File: src/rtl/ttt_pkg.sv
// rtl/ttt_pkg.sv - shared encodings, line table and board helpers for the tic-tac-toe controller
package ttt_pkg;

    localparam int BOARD_W = 18;

    localparam logic [1:0] EMPTY = 2'd0;
    localparam logic [1:0] PX    = 2'd1;
    localparam logic [1:0] PO    = 2'd2;

    typedef enum logic [2:0] {
        S_IDLE  = 3'd0,
        S_PLAY  = 3'd1,
        S_CHECK = 3'd2,
        S_WIN   = 3'd3,
        S_DRAW  = 3'd4
    } state_t;

    // LINE_TABLE[k][j] is the j-th cell of line k; line 0 sits in the low bits
    localparam logic [7:0][2:0][3:0] LINE_TABLE = {
        {4'd6, 4'd4, 4'd2},
        {4'd8, 4'd4, 4'd0},
        {4'd8, 4'd5, 4'd2},
        {4'd7, 4'd4, 4'd1},
        {4'd6, 4'd3, 4'd0},
        {4'd8, 4'd7, 4'd6},
        {4'd5, 4'd4, 4'd3},
        {4'd2, 4'd1, 4'd0}
    };

    // Positions 9..15 read back as EMPTY so callers never slice past the board
    function automatic logic [1:0] get_cell(input logic [BOARD_W-1:0] b, input logic [3:0] pos);
        get_cell = EMPTY;
        for (int c = 0; c < 9; c++) begin
            if (pos == 4'(c)) begin
                get_cell = b[2*c +: 2];
            end
        end
    endfunction

endpackage

File: src/rtl/ttt_line_check.sv
// rtl/ttt_line_check.sv - flags when all three cells of the selected line hold the given player
module ttt_line_check
    import ttt_pkg::*;
(
    input  logic [BOARD_W-1:0] board,
    input  logic [2:0]         line_idx,
    input  logic [1:0]         player,
    output logic               match
);

    always_comb begin
        match = 1'b1;
        for (int j = 0; j < 3; j++) begin
            if (get_cell(board, LINE_TABLE[line_idx][j]) != player) begin
                match = 1'b0;
            end
        end
    end

endmodule

File: src/rtl/ttt_game_ctrl.sv
// rtl/ttt_game_ctrl.sv - tic-tac-toe game FSM: move entry, sequential line checking, win/draw detection
module ttt_game_ctrl
    import ttt_pkg::*;
#(
    parameter int FIRST_PLAYER = 1
) (
    input  logic               freq,
    input  logic               rst,
    input  logic               new_game,
    input  logic               key_valid,
    input  logic [3:0]         key_pos,
    output logic [BOARD_W-1:0] board,
    output logic [1:0]         turn,
    output logic [2:0]         game_state,
    output logic [1:0]         winner,
    output logic [3:0]         win_line,
    output logic [3:0]         moves,
    output logic               move_err
);

    localparam logic [1:0] FIRST = 2'(FIRST_PLAYER);

    state_t             state, state_n;
    logic [BOARD_W-1:0] board_n;
    logic [1:0]         turn_n, winner_n;
    logic [3:0]         win_line_n, moves_n;
    logic               move_err_n;
    logic [2:0]         line_idx, line_idx_n;
    logic               line_match;
    logic               key_ok;

    ttt_line_check u_line_check (
        .board    (board),
        .line_idx (line_idx),
        .player   (turn),
        .match    (line_match)
    );

    assign game_state = state;
    assign key_ok     = (key_pos <= 4'd8) && (get_cell(board, key_pos) == EMPTY);

    always_ff @(posedge freq or posedge rst) begin
        if (rst) begin
            state    <= S_IDLE;
            board    <= '0;
            turn     <= FIRST;
            winner   <= EMPTY;
            win_line <= 4'd0;
            moves    <= 4'd0;
            move_err <= 1'b0;
            line_idx <= 3'd0;
        end else begin
            state    <= state_n;
            board    <= board_n;
            turn     <= turn_n;
            winner   <= winner_n;
            win_line <= win_line_n;
            moves    <= moves_n;
            move_err <= move_err_n;
            line_idx <= line_idx_n;
        end
    end

    always_comb begin
        state_n    = state;
        board_n    = board;
        turn_n     = turn;
        winner_n   = winner;
        win_line_n = win_line;
        moves_n    = moves;
        move_err_n = 1'b0;
        line_idx_n = line_idx;

        // new_game overrides everything, including a coincident key
        if (new_game) begin
            state_n    = S_PLAY;
            board_n    = '0;
            turn_n     = FIRST;
            winner_n   = EMPTY;
            win_line_n = 4'd0;
            moves_n    = 4'd0;
            line_idx_n = 3'd0;
        end else begin
            case (state)
                S_PLAY: begin
                    if (key_valid) begin
                        if (key_ok) begin
                            for (int c = 0; c < 9; c++) begin
                                if (key_pos == 4'(c)) begin
                                    board_n[2*c +: 2] = turn;
                                end
                            end
                            moves_n    = moves + 4'd1;
                            line_idx_n = 3'd0;
                            state_n    = S_CHECK;
                        end else begin
                            move_err_n = 1'b1;
                        end
                    end
                end
                S_CHECK: begin
                    if (line_match) begin
                        state_n    = S_WIN;
                        winner_n   = turn;
                        win_line_n = {1'b0, line_idx};
                    end else if (line_idx == 3'd7) begin
                        if (moves == 4'd9) begin
                            state_n = S_DRAW;
                        end else begin
                            turn_n  = (turn == PX) ? PO : PX;
                            state_n = S_PLAY;
                        end
                    end else begin
                        line_idx_n = line_idx + 3'd1;
                    end
                end
                default: ;
            endcase
        end
    end

endmodule

File: config.mk
export PLATFORM = sky130hd
export DESIGN_NAME = ttt_game_ctrl
export DESIGN_NICKNAME = d
export VERILOG_FILES = /design/src/rtl/ttt_pkg.sv /design/src/rtl/ttt_line_check.sv /design/src/rtl/ttt_game_ctrl.sv
export SDC_FILE = /design/constraint.sdc
export NUM_CORES = 1
export LEC_CHECK = 0
export BUFFER_PORTS_ARGS = -buffer_cell sky130_fd_sc_hd__buf_2
export CAP_MARGIN = 20
export CORE_UTILIZATION = 55
export CTS_BUF_LIST = sky130_fd_sc_hd__clkbuf_4 sky130_fd_sc_hd__clkbuf_8
export CTS_CLUSTER_DIAMETER = 150
export DETAILED_ROUTE_END_ITERATION = 10
export PLACE_DENSITY_LB_ADDON = 0.3
export SKIP_LAST_GASP = 1
export SYNTH_ARGS = -nofsm -noshare
export SYNTH_HDL_FRONTEND = slang
export SYNTH_SLANG_ARGS = --single-unit
File: constraint.sdc
create_clock -name freq -period 3.6 [get_ports freq]
set_input_delay 1.08 -clock freq [delete_from_list [all_inputs] [get_ports freq]]
set_output_delay 1.08 -clock freq [all_outputs]
set_load 0.1 [all_outputs]
==> results.sh, run 1 <==
export IMPL_post_route_drc_count=0
export IMPL_drt_iter0_drc=342
export IMPL_path_class="register to register"
export IMPL_rsz0062_at_grt="no"
export IMPL_synth_most_common_cell="nor2_1"
export IMPL_dieArea_um2=5710
export IMPL_num_vias=2841
export IMPL_synth_compound_area_share_pct=21.0
export IMPL_cap_violations=0
export IMPL_grt_use_total_pct=29.5
export IMPL_cp_max_fo=22
export IMPL_io_buffer_count=40
export IMPL_drt_wl_total_um=8030
export IMPL_core_region_area_um2=5170
export IMPL_yosysSeqAreaShare_pct=30.3
export IMPL_die_y_um=75.5
export IMPL_synthSimpleGateAreaFrac_pct=27.9
export IMPL_fin_hold_ws_ns=0.546
export IMPL_finalPower_mw=1.57
export IMPL_fin_crit_sh_pct=93.4
export IMPL_synth_edf_count=0
export IMPL_status="complete, no violations"
export IMPL_syn_inst=338
export IMPL_cts_hold_buffers=0
export IMPL_clock_skew_ns=0.0128
export IMPL_grt_pass1_vias=2643
export IMPL_muxShareOfSynthArea_pct=10.0
export IMPL_ys_ff_latch=36
export IMPL_powerDensity_nw_per_um2=466
export IMPL_hold_depth=2
export IMPL_finalSetupTns_ns=0
export IMPL_hold_viol_final=0
export IMPL_wl_per_cell_um=17.8
export IMPL_gp_congestion=0.885
export IMPL_clockBufferDepth=2
export IMPL_core_rowCount=26
export IMPL_cts_root_buf="clkbuf_8"
export IMPL_syn_avg_cell_area_um2=8.80
export IMPL_cts_tree="done"
export IMPL_htree_levels=2
export IMPL_peakVddDrop_mv=0.453
export IMPL_worstSetupStartpointType="register"
export IMPL_yosys_top_cells_count="nor2_1, dfrtp_1, mux2i_1"
export IMPL_via_per_inst=6.29
export IMPL_first_pass_iters=5
export IMPL_fin_nets=399
export IMPL_syn2layout_area_growth_pct=12.9
export IMPL_drv_slew=0
export IMPL_io_pins=42
export IMPL_clk_pin_slew_ns=0.07
export IMPL_n_antenna_cell=0
export IMPL_hold_class="register to register"
export IMPL_overflow=0
export IMPL_p_leak_nw=1.45
export IMPL_cp_arrival_ns=3.52
export IMPL_synth_top_family_by_area="simple AND/OR/NAND/NOR gates"
export IMPL_yosysTopAreaCell="dfrtp_1"
export IMPL_netlist_area_leader_share_pct=29.4
export IMPL_grt_max_degree=26
export IMPL_synth_nets=356
export IMPL_end_kind="register"
export IMPL_synth_xor_area_share_pct=0.589
export IMPL_place_area_um2=3250
export IMPL_yosys_warnings=0
export IMPL_reg2reg_depth=11
export IMPL_antenna_found_initial=0
export IMPL_yosys_area_share_adder_pct=4.21
export IMPL_ys_types=71
export IMPL_fp_dieW_um=75.5
export IMPL_fin_area_um2=3360
export IMPL_ys_async_sr_fraction_pct=100
export IMPL_clock_sinks=36
export IMPL_syn_area_um2=2970
export IMPL_tightest_slew_ns=0.680
export IMPL_slew_limit_headroom_pct=54.6
export IMPL_period_needed_ns=3.36
export IMPL_worstPathRequired_ns=3.76
export IMPL_numCtsBuffers=5
export IMPL_clock_latency_ns=0.29
export IMPL_synth_area_leaders="dfrtp_1, mux2i_1, nor2_1, ha_1, nand2_1"
export IMPL_hpwl_um=5820
export IMPL_drive_above_1_share_pct=22.0
export IMPL_detail_route_antenna_nets=0
export IMPL_grt_pass1_wl_um=12700
export IMPL_finalSetupViolCount=0
export IMPL_fmax_mhz=297
export IMPL_initial_core_util_pct=57.5
export IMPL_synth_top_flop_cell="dfrtp_1"
## cells by family (layout without fill, tap and decap cells)
| group | count (synthesis) | after routing |
|---|---|---|
| AO/OA/AOI/OAI | 84 | 84 |
| XOR/XNOR | 2 | 2 |
| adder cells (fa/ha/maj) | 10 | 10 |
| buffers and inverters | 32 | 76 |
| flip-flops | 36 | 36 |
| multiplexers | 29 | 29 |
| other | 1 | 1 |
| AND/OR/NAND/NOR | 144 | 144 |
## through the flow
stage | setup WS [ns] | util, % | instances
final | 0.237 | 64.9 | 452
after floorplan | 0.283 | - | 338
after detailed placement | 0.206 | 62.8 | 443
after global routing | 0.0608 | 64.9 | 452
after global placement | 0.331 | 62.8 | 443
after CTS | 0.195 | 64.7 | 451
## critical path, cell delays in order, from the launching register on
cell and delay [ns]:
dfrtp_2 0.45, inv_1 0.18, ha_1 0.26, buf_4 0.21
nor3_1 0.25, nor2_1 0.07, o41ai_1 0.49, o311ai_1 0.22
a211o_1 0.36, a221oi_4 0.43, mux2i_1 0.24, nor2_1 0.06
## cell type report
| cell class | count | area [um2] |
|---|---|---|
| clock buffer | 7 | 90.1 |
| clock inverter | 1 | 7.51 |
| fill | 428 | 1810 |
| inverter | 10 | 37.5 |
| multi-input combinational | 270 | 1900 |
| sequential | 36 | 903 |
| tap | 70 | 87.6 |
| timing repair buffer | 58 | 335 |
## layout by cell type (no fill, tap or decap), types with 3 or more instances in the layout
| cell | netlist | final |
|---|---|---|
| o21ai_0 | 17 | 17 |
| o211ai_1 | 9 | 9 |
| nand3b_1 | 5 | 5 |
| buf_2 | 3 | 40 |
| mux2i_1 | 26 | 26 |
| a22oi_1 | 4 | 4 |
| nand2b_1 | 4 | 4 |
| o21bai_1 | 3 | 3 |
| ha_1 | 10 | 10 |
| nand2_1 | 24 | 24 |
| nand3_1 | 5 | 5 |
| nor2_1 | 47 | 47 |
| clkbuf_8 | 0 | 6 |
| and4b_1 | 5 | 5 |
| nor3_1 | 9 | 9 |
| nor2b_1 | 10 | 10 |
| nor3b_1 | 4 | 4 |
| o41ai_1 | 3 | 3 |
| buf_4 | 6 | 18 |
| o311ai_1 | 4 | 4 |
| inv_1 | 9 | 9 |
| nor4bb_1 | 3 | 3 |
| and3_1 | 4 | 4 |
| nor4b_1 | 5 | 5 |
| o21ai_1 | 4 | 4 |
| dfrtp_1 | 35 | 34 |
| a21oi_1 | 9 | 9 |
| and2_1 | 4 | 4 |
## power breakdown
group	total, mW	switching (mW)	internal [mW]
clock	0.312	0.149	0.163
sequential	0.471	0.0399	0.432
combinational	0.782	0.535	0.247
## per-layer routing
metal  vias to the layer above  global-route usage, %  part of all wire, %
li1                       1334                      -                    -
met4                         0                   11.3                  1.8
met3                        21                   6.35                  6.9
met1                      1347                   38.3                   43
met5                         -                      0                    0
met2                       139                   48.2                   48
## sequential cells by signal, summed over array words and instances (netlist names)
name	flops
line_idx	3
board	18
move_err	1
game_state	3
winner	2
win_line	3
moves	4
turn	2
## path summary, 6_finish.rpt
| check | startpoint | endpoint | slack (ns) |
|---|---|---|---|
| worst max-delay path | line_idx[0] | winner[0] | 0.24 |
| worst min-delay path | win_line[1] | win_line[1] | 0.55 |
| worst max register to register | line_idx[0] | winner[0] | 0.24 |
| worst min register to register | win_line[1] | win_line[1] | 0.55 |
| max in group asynchronous | rst | board[2] | 2.01 |
| min in group asynchronous | rst | moves[2] | 0.88 |
## what timing repair did
item	CTS	global route
gates resized for setup	0	2
setup endpoints to repair	0	6
buffers inserted	0	1
(Power assumes the default switching activity.)
==> run 2, diff against run 1 <==
BUFFER_PORTS_ARGS = default   (was -buffer_cell sky130_fd_sc_hd__buf_2)
CORE_ASPECT_RATIO = 1.2   (was default)
DONT_BUFFER_PORTS = 1   (was default)
clock period = 3.64 ns   (was 3.6 ns; I/O delays follow)
==> run 2 against run 1 <==
  * Clock skew decreased by 0.0070 ns
  * Global-route usage down 1.1 points
  * Clock power down 6%
  * Register-to-register slack worse by 0.04 ns
  * Sequential power down 3%
  * Wire length shrank 0.26%
  * Die area is essentially flat
  * Clock-buffer cell count fell by 1
  * Sequential share of layout area is 0.77 points higher
  * Combinational power decreased by 4.3%
  * Worst setup slack got worse by 0.040 ns
  * Critical path type unchanged
==> results.sh, run 2 (synthesis gave the netlist of run 1 again) <==
export IMPL_final_cell_mix="nor2_1, dfrtp_1, buf_4"
export IMPL_clk_pin_slew_ns=0.07
export IMPL_drt_iter0_drc=220
export IMPL_final_common_cell="nor2_1"
export IMPL_cp_max_fo=29
export IMPL_core_region_area_um2=5080
export IMPL_n_antenna_cell=0
export IMPL_status="complete, no violations"
export IMPL_via_per_inst=6.60
export IMPL_clock_latency_ns=0.29
export IMPL_stdcell_count=418
export IMPL_antenna_found_initial=0
export IMPL_fp_dieW_um=69.1
export IMPL_peakVddDrop_mv=0.395
export IMPL_clock_sinks=36
export IMPL_cp_arrival_ns=3.62
export IMPL_gp_congestion=0.932
export IMPL_syn2layout_area_growth_pct=9.63
export IMPL_numCtsBuffers=5
export IMPL_top_regs="board x18, moves x4"
export IMPL_grt_pass1_vias=2609
export IMPL_largest_register_ffs=18
export IMPL_hpwl_um=5850
export IMPL_dp_cells=410
export IMPL_fin_hold_ws_ns=0.542
export IMPL_die_y_um=82.6
export IMPL_powerDensity_nw_per_um2=460
export IMPL_num_vias=2758
export IMPL_p_leak_nw=1.34
export IMPL_fin_nets=375
export IMPL_finalSetupViolCount=0
export IMPL_drive_above_1_share_pct=16.8
export IMPL_path_class="register to register"
export IMPL_clock_skew_ns=0.00581
export IMPL_htree_levels=2
export IMPL_hold_viol_final=0
export IMPL_cap_violations=0
export IMPL_overflow=0
export IMPL_post_route_drc_count=0
export IMPL_worstSetupStartpointType="register"
export IMPL_io_buffer_count=0
export IMPL_worstPathRequired_ns=3.82
export IMPL_period_needed_ns=3.44
export IMPL_wl_per_cell_um=19.2
export IMPL_drt_wl_total_um=8010
export IMPL_grt_use_total_pct=28.4
export IMPL_top_register="board"
export IMPL_fin_util_pct=64.2
export IMPL_finalSetupTns_ns=0
export IMPL_rsz0062_at_grt="no"
export IMPL_slew_limit_headroom_pct=35.0
export IMPL_cts_setup_buffers=0
export IMPL_grt_max_degree=39
export IMPL_core_rowCount=28
export IMPL_finalPower_mw=1.50
export IMPL_tightest_slew_ns=0.975
export IMPL_dieArea_um2=5710
export IMPL_detail_route_antenna_nets=0
export IMPL_first_pass_iters=4
export IMPL_cts_tree="done"
export IMPL_clockBufferDepth=2
export IMPL_fmax_mhz=290
export IMPL_io_pins=42
export IMPL_drv_slew=0
export IMPL_grt_pass1_wl_um=12700
export IMPL_end_kind="register"
export IMPL_initial_core_util_pct=58.5
export IMPL_fin_crit_sh_pct=94.6
export IMPL_cts_root_buf="clkbuf_8"
export IMPL_hold_class="register to register"
[run 2: cell type report]
| type | instances | area, um2 |
|---|---|---|
| Fill cell | 410 | 1820 |
| Sequential cell | 36 | 902 |
| Clock buffer | 6 | 82.6 |
| Inverter | 10 | 37.5 |
| Clock inverter | 2 | 10.0 |
| Timing Repair Buffer | 34 | 255 |
| Multi-Input combinational cell | 270 | 1900 |
| Tap cell | 60 | 75.1 |
[run 2: power by group]
| group | internal, mW | switching, mW | total, mW |
|---|---|---|---|
| clock | 0.151 | 0.143 | 0.294 |
| sequential | 0.426 | 0.0307 | 0.456 |
| combinational | 0.233 | 0.515 | 0.748 |
[run 2: worst paths after layout]
path	startpoint	to	slack [ns]	cells after the start
setup / recovery	line_idx[1]	turn[1]	0.20	11
hold / removal	game_state[1]	game_state[1]	0.54	2
setup reg to reg	line_idx[1]	turn[1]	0.20	11
hold reg to reg	game_state[1]	game_state[1]	0.54	2
max in group asynchronous	rst	turn[0]	2.50	2
min in group asynchronous	rst	board[2]	0.79	2
[run 2: per-stage QoR]
stage	worst slack, ns	area [um2]
after floorplan	0.323	2970
after global placement	0.327	3170
after detailed placement	0.260	3170
after global routing	0.0494	3260
final	0.197	3260
after CTS	0.235	3260
[run 2: timing repair]
item / CTS / global route
hold buffers: 0 / 0
gates resized for setup: 0 / 1
endpoints found under the setup margin: 0 / 1
[run 2: metal layers]
metal  global-route usage [%]  up-vias  part of all wire [%]
li1                         -     1282                     -
met1                     34.0     1334                    40
met2                     47.7      116                    49
met3                     6.07       26                   8.0
met4                     16.3        0                   3.7
met5                        0        -                     0
[run 2: critical path, cell delays in order, from the launching register on]
cell	delay (ns)
dfrtp_1	0.38
inv_1	0.23
ha_1	0.29
buf_4	0.23
nor3_1	0.29
nor2_1	0.07
o41ai_1	0.50
o311ai_1	0.18
a211o_1	0.36
a22oi_2	0.35
nor4_2	0.13
mux2_4	0.32
